<file path="src/rtl/pc_reg_if.sv">
// Program-counter bus between next-PC mux and pc_reg.
// PC_ALIGN_CHECK_EN adds the misaligned flag.
interface pc_reg_if #(
    parameter int WIDTH = 16
);
    logic             stall;
    logic [WIDTH-1:0] nextInst;
    logic [WIDTH-1:0] currentInst;
    logic [WIDTH-1:0] pcPlusInc;
    logic             updated;
`ifdef PC_ALIGN_CHECK_EN
    logic             misaligned;
`endif

    modport master (
        output stall,
        output nextInst,
        input  currentInst,
        input  pcPlusInc,
`ifdef PC_ALIGN_CHECK_EN
        input  misaligned,
`endif
        input  updated
    );

    modport slave (
        input  stall,
        input  nextInst,
        output currentInst,
        output pcPlusInc,
`ifdef PC_ALIGN_CHECK_EN
        output misaligned,
`endif
        output updated
    );
endinterface

</file>
<file path="src/rtl/pc_reg.sv">
// Program-counter register with stall hold and sequential-address output.
// Optional PC_ALIGN_CHECK_EN: clears bit 0 on load and flags it in misaligned.
module pc_reg #(
    parameter int               WIDTH     = 16,
    parameter logic [WIDTH-1:0] RESET_VAL = '0,
    parameter int               INC       = 2
) (
    input logic     clk,
    input logic     rst_n,
    pc_reg_if.slave bus
);
    logic [WIDTH-1:0] r_pc;
    logic             r_updated;
    logic [WIDTH-1:0] w_next;
    logic             w_load;

    assign w_load = ~bus.stall;

`ifdef PC_ALIGN_CHECK_EN
    logic r_misaligned;

    assign w_next = {bus.nextInst[WIDTH-1:1], 1'b0};

    always_ff @(posedge clk or negedge rst_n) begin
        if (!rst_n) begin
            r_misaligned <= 1'b0;
        end else if (w_load) begin
            r_misaligned <= bus.nextInst[0];
        end
    end

    assign bus.misaligned = r_misaligned;
`else
    assign w_next = bus.nextInst;
`endif

    always_ff @(posedge clk or negedge rst_n) begin
        if (!rst_n) begin
            r_pc      <= RESET_VAL;
            r_updated <= 1'b0;
        end else if (w_load) begin
            r_pc      <= w_next;
            r_updated <= 1'b1;
        end else begin
            r_updated <= 1'b0;
        end
    end

    // Wraps modulo 2^WIDTH; carry is intentionally dropped.
    assign bus.pcPlusInc   = r_pc + WIDTH'(INC);
    assign bus.currentInst = r_pc;
    assign bus.updated     = r_updated;
endmodule

</file>
<file path="src/flat_wrapper.sv">
// flat-port wrapper written by rule: the top's interface ports become plain ports
module pc_reg_flat 
#(
    parameter int               WIDTH     = 16,
    parameter logic [WIDTH-1:0] RESET_VAL = '0,
    parameter int               INC       = 2
)
  (clk, rst_n, bus_stall, bus_nextInst, bus_currentInst, bus_pcPlusInc, bus_updated);
  pc_reg_if #(.WIDTH(WIDTH)) bus_i ();
  input logic clk;
  input logic rst_n;
  input wire logic [$bits(bus_i.stall)-1:0] bus_stall;
  input wire logic [$bits(bus_i.nextInst)-1:0] bus_nextInst;
  output wire logic [$bits(bus_i.currentInst)-1:0] bus_currentInst;
  output wire logic [$bits(bus_i.pcPlusInc)-1:0] bus_pcPlusInc;
  output wire logic [$bits(bus_i.updated)-1:0] bus_updated;
  assign bus_i.stall = bus_stall;
  assign bus_i.nextInst = bus_nextInst;
  assign bus_currentInst = bus_i.currentInst;
  assign bus_pcPlusInc = bus_i.pcPlusInc;
  assign bus_updated = bus_i.updated;
  pc_reg #(.WIDTH(WIDTH), .RESET_VAL(RESET_VAL), .INC(INC)) u_core (.clk(clk), .rst_n(rst_n), .bus(bus_i));
endmodule
</file>
<file path="config.mk">
export PLATFORM = sky130hd
export DESIGN_NAME = pc_reg_flat
export DESIGN_NICKNAME = d
export VERILOG_FILES = /design/src/rtl/pc_reg_if.sv /design/src/rtl/pc_reg.sv /design/src/flat_wrapper.sv
export SDC_FILE = /design/constraint.sdc
export NUM_CORES = 1
export LEC_CHECK = 0
export BUFFER_PORTS_ARGS = -buffer_cell sky130_fd_sc_hd__buf_2
export CAP_MARGIN = 20
export CORE_MARGIN = 2
export CORE_UTILIZATION = 30
export DETAILED_ROUTE_END_ITERATION = 10
export SETUP_SLACK_MARGIN = 0.05
export SYNTH_ARGS = -nofsm -noshare
export SYNTH_HDL_FRONTEND = slang
export SYNTH_SLANG_ARGS = --single-unit
</file>
<file path="constraint.sdc">
create_clock -name clk -period 1.3 [get_ports clk]
set_input_delay 0.065 -clock clk [delete_from_list [all_inputs] [get_ports clk]]
set_output_delay 0.065 -clock clk [all_outputs]
set_load 0.01 [all_outputs]
</file>
==> run summary <==
status: finished, violations left
failing checks: negative setup slack
worst skew pair latency: 0.28 ns
Placeable Area: 2780 um2
Ports: 52
Sum Neg Setup Slack: -3.45 ns
reg2reg end: u_core.bus.currentInst[1]
final worst setup slack: -0.364 ns
class of the worst hold path: in -> reg
Starting Density: 0.316
RSZ-0062 raised after global routing: true
mean routed wirelength per cell: 13.2 um
Slowest-stage cell, CP: dfrtp_1
R2R Setup Slk: 0.24 ns
Tcrit/Tclk final: 1.28
PwrDens: 942 nW/um2
Detail Route Antenna Nets: 0
Arr. time, crit path: 1.60 ns
largest net degree at the start of global routing: 18
CP endpoint: bus_pcPlusInc[13]
actual slew at the worst max-slew pin: 0.383 ns
Overflow after GRT: 0
area delta synth->final: 73.0%
commonest non-fill, non-tap cell in the layout: buf_2
Leak: 0.742 nW
CP Launch Type: flip-flop
post-synthesis sequential area ratio: 0.484
Clock Tree Buf Depth: 2
initial antenna violation count: 0
Post-Synthesis Cells: 75
cts bufs inserted: 3
Root Buffer: clkbuf_4
htree depth: 1
CP cell instances: buf_4 > nand2_1 > nor4_2 > xor2_1 > buf_2
final setup fails: 13
cell area after synthesis: 880 um2
die area: 3380 um2
drt initial violations: 23
drt total wl: 2.45 mm
Vias/cell: 4.71
Worst setup EP type: output port
critical path class: reg -> out
first-pass GRT wire length: 3.86 mm
DR pass1 iterations: 4
Yosys cell types: 16
DR DRC count: 0
layout cells sized above 1: 0.708
max frequency: 0.601 GHz
Synthesized Nets: 95
# diodes: 0
# nets final: 175
vias in the first global route: 853
Syn Area/Cell: 11.7 um2
PortBufs: 51
gpl congestion: 0.799
Yosys warning total: 0
max cap viols: 0
final hold viol count: 0
max-slew violation count: 0
clock sink count: 17
final std cells w/o fill: 185
clock-pin slew on the worst setup and hold paths: 0.10 ns
Fin Clk Skew: 0 ns
r2r startpoint: u_core.bus.currentInst[1]
Die Height: 58.1 um
Reg2Reg Depth: 3
commonest non-fill, non-tap cells in the layout: buf_2, mux2_2, buf_4, dfrtp_1, xor2_1
gr usage total: 0.150
Worst slew margin: 0.744
DP Wirelength: 1.82 mm
placed cells: 168
Largest stage delay, worst path: 0.37 ns
via count: 872
CP Max Fanout: 4
maximum vdd drop: 0.000781 V
Tmin final: 1.66 ns
TritonCTS clock tree: built
Crit. Startpoint: u_core.bus.currentInst[10]
Critical Path RT: 1.24 ns
Core Rows: 19
Synth Register Bits: 17
Die W: 58.1 um
## report_power, final
part	switching (W)	internal, W
Combinational	0.000254	0.000277
Sequential	0.0000457	0.000582
Clock	0.000161	0.000114
## worst min path at each step
| stage | end | slack (ns) | cells past startpoint | from |
|---|---|---|---|---|
| 2_1_floorplan | u_core.bus.currentInst[0] | -0.23 | 0 | rst_n |
| 3_3_place_gp | u_core.bus.currentInst[15] | 0.002 | 1 | rst_n |
| 3_5_place_dp | u_core.bus.currentInst[15] | 0.007 | 1 | rst_n |
| 4_1_cts | u_core.bus.currentInst[4] | 0.0003 | 2 | bus_nextInst[4] |
| 5_1_grt | u_core.bus.currentInst[13] | 0.000003 | 2 | bus_nextInst[13] |
| 6_report | u_core.bus.currentInst[4] | 0.008 | 2 | bus_nextInst[4] |
## registers in the layout, summed over array words and instances, names as in the netlist
register	count
u_core.bus.currentInst	16
u_core.bus.updated	1
## logic make-up (layout without fill, tap and decap cells)
kind of cell  Yosys count  in the layout  synth area share
xor+xnor               13             13             0.129
fa+ha+maj               1              1            0.0142
buf+inv                 5             84            0.0285
flops                  17             17             0.484
mux                    16             16             0.205
simple gates           23             23             0.139
## worst max-delay path: cells and delay by family, from the launching register on
kind,cells,cell delay (ns)
xor gates and xnor gates,1,0.19
DFF,1,0.37
and+or+nand+nor,2,0.47
buffers and inverters,2,0.30
## Yosys cell counts
cell | n | area [um2]
mux2_2 | 16 | 180
inv_1 | 2 | 7.51
xor2_1 | 11 | 96.3
dfrtp_1 | 17 | 425
nor4_1 | 2 | 12.5
nand4_1 | 2 | 12.5
nand4_2 | 1 | 12.5
nor4_2 | 1 | 12.5
buf_4 | 1 | 7.51
nor2_1 | 4 | 15.0
buf_2 | 2 | 10.0
nor3_1 | 3 | 15.0
nand2_1 | 6 | 22.5
xnor2_1 | 2 | 17.5
nand3_1 | 4 | 20.0
ha_1 | 1 | 12.5
## through the flow
step                area, um2  hold slack (ns)  setup WS [ns]  total power (W)   util
CTS                      1440         0.000275         -0.383          0.00142  0.518
global route             1520       0.00000269         -0.487          0.00153  0.547
global placement         1280          0.00239        -0.0106          0.00108  0.461
floorplan                 901           -0.231         0.0420         0.000859      -
finish                   1520          0.00838         -0.364          0.00143  0.547
detailed placement       1280          0.00683        -0.0685          0.00109  0.461
## cell type report
class	count	area, um2
clock buffer	3	22.5
clock inverter	1	5.00
fill	246	1260
inverter	2	7.51
multi-input combinational	53	520
sequential	17	429
tap	31	38.8
timing repair buffer	78	498
## layer usage
layer,GRT usage,vias to the layer above,wire length (um)
met2,0.248,29,1320
met3,0.0290,2,161
met5,0,-,0
met1,0.188,424,940
met4,0.0664,0,21
li1,-,417,-
## timing repair
| action | CTS | global route |
|---|---|---|
| endpoints found under the setup margin | 13 | 14 |
| hold endpoints to repair | 22 | 1 |
| setup buffers | 4 | 2 |
| pin swaps | 6 | 5 |
| hold buffers | 6 | 1 |
| gates resized for setup | 9 | 11 |
No activity file was read; power rests on OpenSTA's default activity.
